==> src/rtl/led_sched.sv <==
// led_sched -- round-robin scheduler that time-shares one RGB LED between
// three requesters.
//
// Each granted requester owns the LED for SLOT_TICKS ticks of TICK_DIV
// SYSCLK cycles. Ownership ends early if the owner drops its request.
// At least one idle (white) cycle separates consecutive grants.
//
// Ports:
//   SYSCLK                       clock, all state changes on rising edge
//   reset                        asynchronous active-high reset
//   req[2:0]                     per-requester ownership request
//   color0/1/2[2:0]              requested colour {green, blue, red}
//   blink[2:0]                   per-requester blink enable (tick rate)
//   grant[2:0]                   one-hot current owner, 000 = none
//   done[2:0]                    one-cycle pulse when a grant ends
//   LED_RED/LED_BLUE/LED_GREEN   registered LED drives
module led_sched #(
  parameter int TICK_DIV   = 25000000,
  parameter int SLOT_TICKS = 4
) (
  input  logic       SYSCLK,
  input  logic       reset,
  input  logic [2:0] req,
  input  logic [2:0] color0,
  input  logic [2:0] color1,
  input  logic [2:0] color2,
  input  logic [2:0] blink,
  output logic [2:0] grant,
  output logic [2:0] done,
  output logic       LED_RED,
  output logic       LED_BLUE,
  output logic       LED_GREEN
);

  localparam int TW = (TICK_DIV > 1) ? $clog2(TICK_DIV) : 1;
  localparam logic [TW-1:0] TICK_MAX = TW'(TICK_DIV - 1);
  localparam logic [7:0]    SLOT_LOAD = 8'(SLOT_TICKS);

  typedef enum logic {IDLE, OWN} state_t;

  state_t        state, state_nxt;
  logic [1:0]    last_owner, last_owner_nxt;
  logic [TW-1:0] tick_cnt, tick_cnt_nxt;
  logic [7:0]    slot_cnt, slot_cnt_nxt;
  logic          phase, phase_nxt;
  logic [2:0]    grant_nxt, done_nxt;
  logic [2:0]    led, led_nxt;
  logic [1:0]    pick;
  logic [1:0]    cand;
  logic          found;
  logic          tick;

  function automatic logic [2:0] sel_color(input logic [1:0] idx,
                                           input logic [2:0] c0,
                                           input logic [2:0] c1,
                                           input logic [2:0] c2);
    case (idx)
      2'd0:    sel_color = c0;
      2'd1:    sel_color = c1;
      default: sel_color = c2;
    endcase
  endfunction

  // Round-robin pick: search starts one past the previous owner.
  always_comb begin
    pick  = last_owner;
    cand  = 2'd0;
    found = 1'b0;
    for (int k = 1; k <= 3; k++) begin
      cand = 2'((int'(last_owner) + k) % 3);
      if (!found && req[cand]) begin
        pick  = cand;
        found = 1'b1;
      end
    end
  end

  assign tick = (tick_cnt == TICK_MAX);

  // Next-state and next-output logic. Every output is registered, so the
  // values computed here are what becomes visible after the coming edge.
  always_comb begin
    state_nxt      = state;
    last_owner_nxt = last_owner;
    tick_cnt_nxt   = tick_cnt;
    slot_cnt_nxt   = slot_cnt;
    phase_nxt      = phase;
    grant_nxt      = grant;
    done_nxt       = 3'b000;
    led_nxt        = 3'b111;
    case (state)
      IDLE: begin
        grant_nxt = 3'b000;
        if (|req) begin
          state_nxt      = OWN;
          last_owner_nxt = pick;
          grant_nxt      = 3'b001 << pick;
          tick_cnt_nxt   = '0;
          slot_cnt_nxt   = SLOT_LOAD;
          phase_nxt      = 1'b1;
          led_nxt        = sel_color(pick, color0, color1, color2);
        end
      end
      OWN: begin
        if (tick) begin
          tick_cnt_nxt = '0;
          slot_cnt_nxt = slot_cnt - 8'd1;
          phase_nxt    = ~phase;
        end else begin
          tick_cnt_nxt = tick_cnt + TW'(1);
        end
        if (blink[last_owner] && !phase_nxt)
          led_nxt = 3'b000;
        else
          led_nxt = sel_color(last_owner, color0, color1, color2);
        // Expiry and early release share one exit, so a coincidence of
        // the two still yields a single done pulse.
        if (!req[last_owner] || (tick && slot_cnt == 8'd1)) begin
          state_nxt = IDLE;
          grant_nxt = 3'b000;
          done_nxt  = grant;
          led_nxt   = 3'b111;
        end
      end
      default: state_nxt = IDLE;
    endcase
  end

  always_ff @(posedge SYSCLK or posedge reset) begin
    if (reset) begin
      state      <= IDLE;
      last_owner <= 2'd2;
      tick_cnt   <= '0;
      slot_cnt   <= 8'd0;
      phase      <= 1'b1;
      grant      <= 3'b000;
      done       <= 3'b000;
      led        <= 3'b111;
    end else begin
      state      <= state_nxt;
      last_owner <= last_owner_nxt;
      tick_cnt   <= tick_cnt_nxt;
      slot_cnt   <= slot_cnt_nxt;
      phase      <= phase_nxt;
      grant      <= grant_nxt;
      done       <= done_nxt;
      led        <= led_nxt;
    end
  end

  assign LED_RED   = led[0];
  assign LED_BLUE  = led[1];
  assign LED_GREEN = led[2];

endmodule

==> config.mk <==
export PLATFORM = sky130hd
export DESIGN_NAME = led_sched
export DESIGN_NICKNAME = d
export VERILOG_FILES = /design/src/rtl/led_sched.sv
export SDC_FILE = /design/constraint.sdc
export NUM_CORES = 1
export LEC_CHECK = 0
export BUFFER_PORTS_ARGS = -buffer_cell sky130_fd_sc_hd__buf_2
export CAP_MARGIN = 5
export CORE_MARGIN = 4
export CORE_UTILIZATION = 60
export CTS_BUF_LIST = sky130_fd_sc_hd__clkbuf_2 sky130_fd_sc_hd__clkbuf_4 sky130_fd_sc_hd__clkbuf_8
export CTS_CLUSTER_SIZE = 20
export DETAILED_ROUTE_END_ITERATION = 16
export PLACE_DENSITY_LB_ADDON = 0.15
export SYNTH_ARGS = -nofsm -noshare
export SYNTH_HDL_FRONTEND = slang
export SYNTH_SLANG_ARGS = --single-unit
==> constraint.sdc <==
create_clock -name SYSCLK -period 5.5 [get_ports SYSCLK]
set_input_delay 0.55 -clock SYSCLK [delete_from_list [all_inputs] [get_ports SYSCLK]]
set_output_delay 0.55 -clock SYSCLK [all_outputs]
set_load 0.005 [all_outputs]
Word-level counts from Yosys, hierarchy flattened. Index checks and enable logic that the tools add are counted.

Reduce and logical (&&, ||, !) cells: 14. Add/sub/neg operators: 5. Equality and inequality tests: 7. Multiplexer cells: 39. Bitwise gates (word level): 2. Shift operators: 1. Divide/modulo/power cells: 3. $lt $le $gt $ge: 4.

Operators with widths (count): $mod A32 B3 Y32 const B (3); $mux W25 (2); $pmux W25 S2 (1); $add A25 B1 Y25 const B (1); $eq A25 B25 Y1 const B (1); $pmux W3 S2 (4); $mux W3 (7); $mux W8 (2); $pmux W8 S2 (1); $lt A2 B3 Y1 const B (4); $mux W1 (12); $bmux W1 S2 (5); $eq A8 B1 Y1 const B (1); $sub A8 B1 Y8 const B (1); $add A2 B2 Y3 const B (2); $mux W2 (3); $eq A2 B1 Y1 const B (2); $logic_and A1 B1 Y1 (4); $logic_not A1 Y1 (4); $logic_not A2 Y1 (2); $ne A2 B1 Y1 const B (2); $pmux W1 S2 (2); $reduce_and A2 Y1 (2); $add A2 B1 Y3 const B (1); other kinds (5) (6).

Output and inout bits: 9. Input port bits: 17. Logic and storage cells: 83. Register bits: 46.

Depth between registers and ports, before layout.
Word-level depth: 15. Gate-level depth with buffers: 9. Depth with buffers taken out: 8.

Worst setup path after synthesis. Ideal clock, no wire load.

Kind: reg2reg. Start: register last_owner[1]. End: register led[0]. Path buffers: 1. Stages on the path, launching flop included: 10. Path slack: 3059 ps. Data required time: 5411 ps. Setup time: 89 ps. Clock period less this slack: 2441 ps. Arrival time: 2352 ps. Cells stage by stage: dfstp_2 > inv_1 > ha_1 > buf_6 > or4b_4 > a31oi_4 > and2b_1 > a22oi_1 > and4_1 > a211oi_1.

Longest elaborated chain between the ends: 15. Elaborated cells between the ends (all ways): 38. Classes of those cells: 3 x add/sub; 3 x div; 2 x eq/ne; 21 x mux; 9 x reduce/logical.

RTL lines: start: declaration (line 42) `logic [1:0] last_owner, last_owner_nxt;`; start signal: assignment (line 141) `last_owner <= last_owner_nxt;`; $add A2 B1 Y3 (line 70) `cand = 2'((int'(last_owner) + k) % 3);`; $mod A32 B3 Y32 (line 70); $bmux W1 S2 (line 71) `if (!found && req[cand]) begin`; $mux W1 (implied by the code) (line 71); $mux W1 (line 71); $logic_not A1 Y1 (line 71); $logic_and A1 B1 Y1 (line 71); $mux W1 (line 71); $logic_not A1 Y1 (line 71); $logic_and A1 B1 Y1 (line 71); $mux W2 (line 71); $eq A2 B1 Y1 or $logic_not A2 Y1 (tied branches) (line 57) `case (idx)`; $pmux W3 S2 (line 57); $mux W3 (line 94) `if (|req) begin`; $pmux W3 S2 (*) (line 91) `case (state)`; via led_nxt[0] (line 47) `logic [2:0] led, led_nxt;`; end signal: assignment (line 147) `led <= led_nxt;`; end: declaration (line 47).

The timed path passes the listed nets; every way through them passes the cells marked *. The select of a mux whose other input is x is not followed. A chain may end at the register's enable or synchronous reset.

Worst setup path in the final report.
Start: register last_owner[1]. End: register led[1].

The elaborated chain is that of the path after synthesis.

==> results.cfg <==
[logic_synthesis]
netlist_instances = 327
synth_edf_count = 0
async_flop_share = 1.00
yosys_warnings = 0
avgSynthCellArea_sq_um = 8.92
syn_area_sq_mm = 0.00292
yosysSeqAreaShare = 0.397
yosys_register_bits = 46
syn-num-nets = 351
synthTopCellsByArea = dfrtp_1, o21ai_0, dfstp_2, nand2_1, ha_1
yosys.area.top_type = dfrtp_1
ys.flop_type = dfrtp_1
ys_types = 62
synth_top_cell_area_share = 0.352

[detailed_routing]
drt_pre_antenna_iters = 4
drt-initial-drc-count = 153
route.detailed.wl_per_inst_um = 14.7
drc = 0
vias_per_cell = 6.05
wirelength_mm = 6.10
via_count = 2504
final_antenna_net_count = 0

[placement]
dp_cells = 406
globalplace.congestion = 0.767
place_hpwl_mm = 4.37
place.port_buffers = 25

[layout]
n_antenna_cell = 0
drive_gt1_frac = 0.184
area_growth_pct = 8.06
fin_nets = 370
fin_cells = 414

[clocking]
clock_sinks = 46
numCtsBuffers = 5
insertion_delay_ps = 300
post_cts_buffers = 0
holdBufCountCts = 0
cts_buffer_depth = 2
ctsResizeCount = 0
cts_tree = yes
h-tree-depth = 2
root_buffer = clkbuf_8
clk_pin_slew_ps = 80

[worst_setup_path]
cp_num_cells = 8
cp_max_fo = 10
cp-startpoint = last_owner[1]
cp-end-kind = flip-flop
critPathLaunchType = flip-flop
crit_family = simple AND/OR/NAND/NOR gates
regToRegStartpoint = last_owner[1]
r2r_cells = 8
critPathBufInv = 1
cp_data_arrival_time_ps = 2890
cp_slowest_cell = dfstp_2
max_stage_delay_ps = 610
path_class = reg2reg
path_cells = inv_1 > ha_1 > or4b_4 > a31oi_4 > and2b_1 > a22oi_1 > and4_1 > a211oi_1
crit_end = led[1]
worstPathRequired_ps = 5700
regToRegSetupSlack_ps = 2810
r2r_end = led[1]

[sta]
tns_ps = 0
fin_skew_ps = 12.5
fin_crit_sh = 0.488
hold_viol = 0
rsz0062_at_grt = no
fmax_mhz = 372
slew_headroom = 0.531
worst_pin_slew_ps = 697
setup_violations = 0
period_minus_slack_ps = 2690
drv_slew = 0

[status]
outcome = complete, no violations

[floorplan]
ios = 26
rows = 25
core_area_sq_mm = 0.00472
fp.dieH_um = 77.7
dieArea_sq_mm = 0.00604
initial_utilization = 0.618
die_x_um = 77.7

[global_route]
overflow = 0
grt_pass1_vias = 2420
grt_usage = 0.218
grt_max_degree = 39
grt_pass1_wl_mm = 10.8
antenna_found_initial = 0

[power]
ir_drop_mv = 0.298
p_per_area_mw_per_mm2 = 369
p_leak_nw = 1.38

[run]
cap_violations = 0

[hold_path]
min_path_type = in2async
worst min path at each step:
stage	end	slack, ps	depth (start not counted)
after floorplan	tick_cnt[21]	440	1
after global placement	tick_cnt[21]	470	2
after CTS	tick_cnt[21]	150	2
final	tick_cnt[21]	140	2
after detailed placement	tick_cnt[21]	470	2
after global routing	tick_cnt[19]	160	2
logic make-up (layout without fill, tap and decap cells):
family	after synthesis	count (layout)	synth area share
AO/OA/AOI/OAI	105	105	0.234
XOR/XNOR	6	6	0.0180
adder cells (fa/ha/maj)	7	7	0.0300
buffers and inverters	29	49	0.0472
flip-flops	46	46	0.397
multiplexers	4	4	0.0142
AND/OR/NAND/NOR	130	130	0.260
worst register-to-register path: stages, from the launching register on:
cell,delay (ps)
dfstp_2,610
inv_1,100
ha_1,420
or4b_4,590
a31oi_4,190
and2b_1,190
a22oi_1,90
and4_1,180
a211oi_1,220
final cells by class:
type | count | area [sq um]
Clock buffer | 6 | 76.3
Clock inverter | 2 | 10.0
Fill cell | 392 | 1570
Inverter | 13 | 48.8
Multi-Input combinational cell | 252 | 1630
Sequential cell | 46 | 1160
Tap cell | 67 | 83.8
Timing Repair Buffer | 28 | 148
power by group:
part / internal, mW / switching, mW
clock network: 0.0931 / 0.109
logic: 0.207 / 0.309
registers: 0.394 / 0.0517
layer usage:
layer,up-vias,track usage,routed length [um]
met3,6,0.0429,205
met5,-,0,0
met1,1220,0.290,2820
li1,1235,-,-
met2,43,0.351,3000
met4,0,0.0801,76
Yosys cell counts (4+ instances only):
cell,instances
o21ai_0,46
dfrtp_1,41
nand2_1,35
nor2_1,20
nand3_1,15
a21oi_1,13
inv_1,13
buf_2,8
a22oi_1,7
a31oi_1,7
and3_1,7
ha_1,7
nand4_1,7
and4_1,5
clkbuf_1,5
dfstp_2,5
nand2b_1,5
o21ai_1,5
o31ai_1,5
a22o_1,4
nand3b_1,4
or3_1,4
placed cells by master (no fill, tap or decap), types with 4 or more instances in the layout:
| cell type | synthesis | final |
|---|---|---|
| a22o_1 | 4 | 4 |
| ha_1 | 7 | 7 |
| nand3b_1 | 4 | 4 |
| buf_2 | 8 | 25 |
| a31oi_1 | 7 | 7 |
| a22oi_1 | 7 | 7 |
| inv_1 | 13 | 12 |
| nand2_1 | 35 | 35 |
| o21ai_0 | 46 | 46 |
| dfrtp_1 | 41 | 41 |
| dfstp_2 | 5 | 5 |
| and4_1 | 5 | 5 |
| nor2_1 | 20 | 20 |
| nand3_1 | 15 | 15 |
| a21oi_1 | 13 | 13 |
| nand4_1 | 7 | 7 |
| o31ai_1 | 5 | 5 |
| clkbuf_8 | 0 | 5 |
| or3_1 | 4 | 4 |
| o21ai_1 | 5 | 5 |
| and3_1 | 7 | 7 |
| nand2b_1 | 5 | 5 |
state kept, by name (all words and copies together) (netlist names):
| name | count |
|---|---|
| last_owner | 2 |
| grant | 3 |
| led | 3 |
| tick_cnt | 25 |
| slot_cnt | 8 |
| state | 1 |
| done | 3 |
| phase | 1 |
per-stage QoR:
step	setup slack [ps]	utilization	hold WS, ps	power, mW	area, sq um
after detailed placement	2830	0.649	467	0.967	3070
after global placement	2930	0.649	466	0.952	3070
after global routing	2660	0.668	164	1.26	3150
after CTS	2810	0.668	146	1.17	3150
final	2810	0.668	144	1.16	3150
after floorplan	3060	-	440	0.858	2920
No activity file was read; power rests on OpenSTA's default activity.
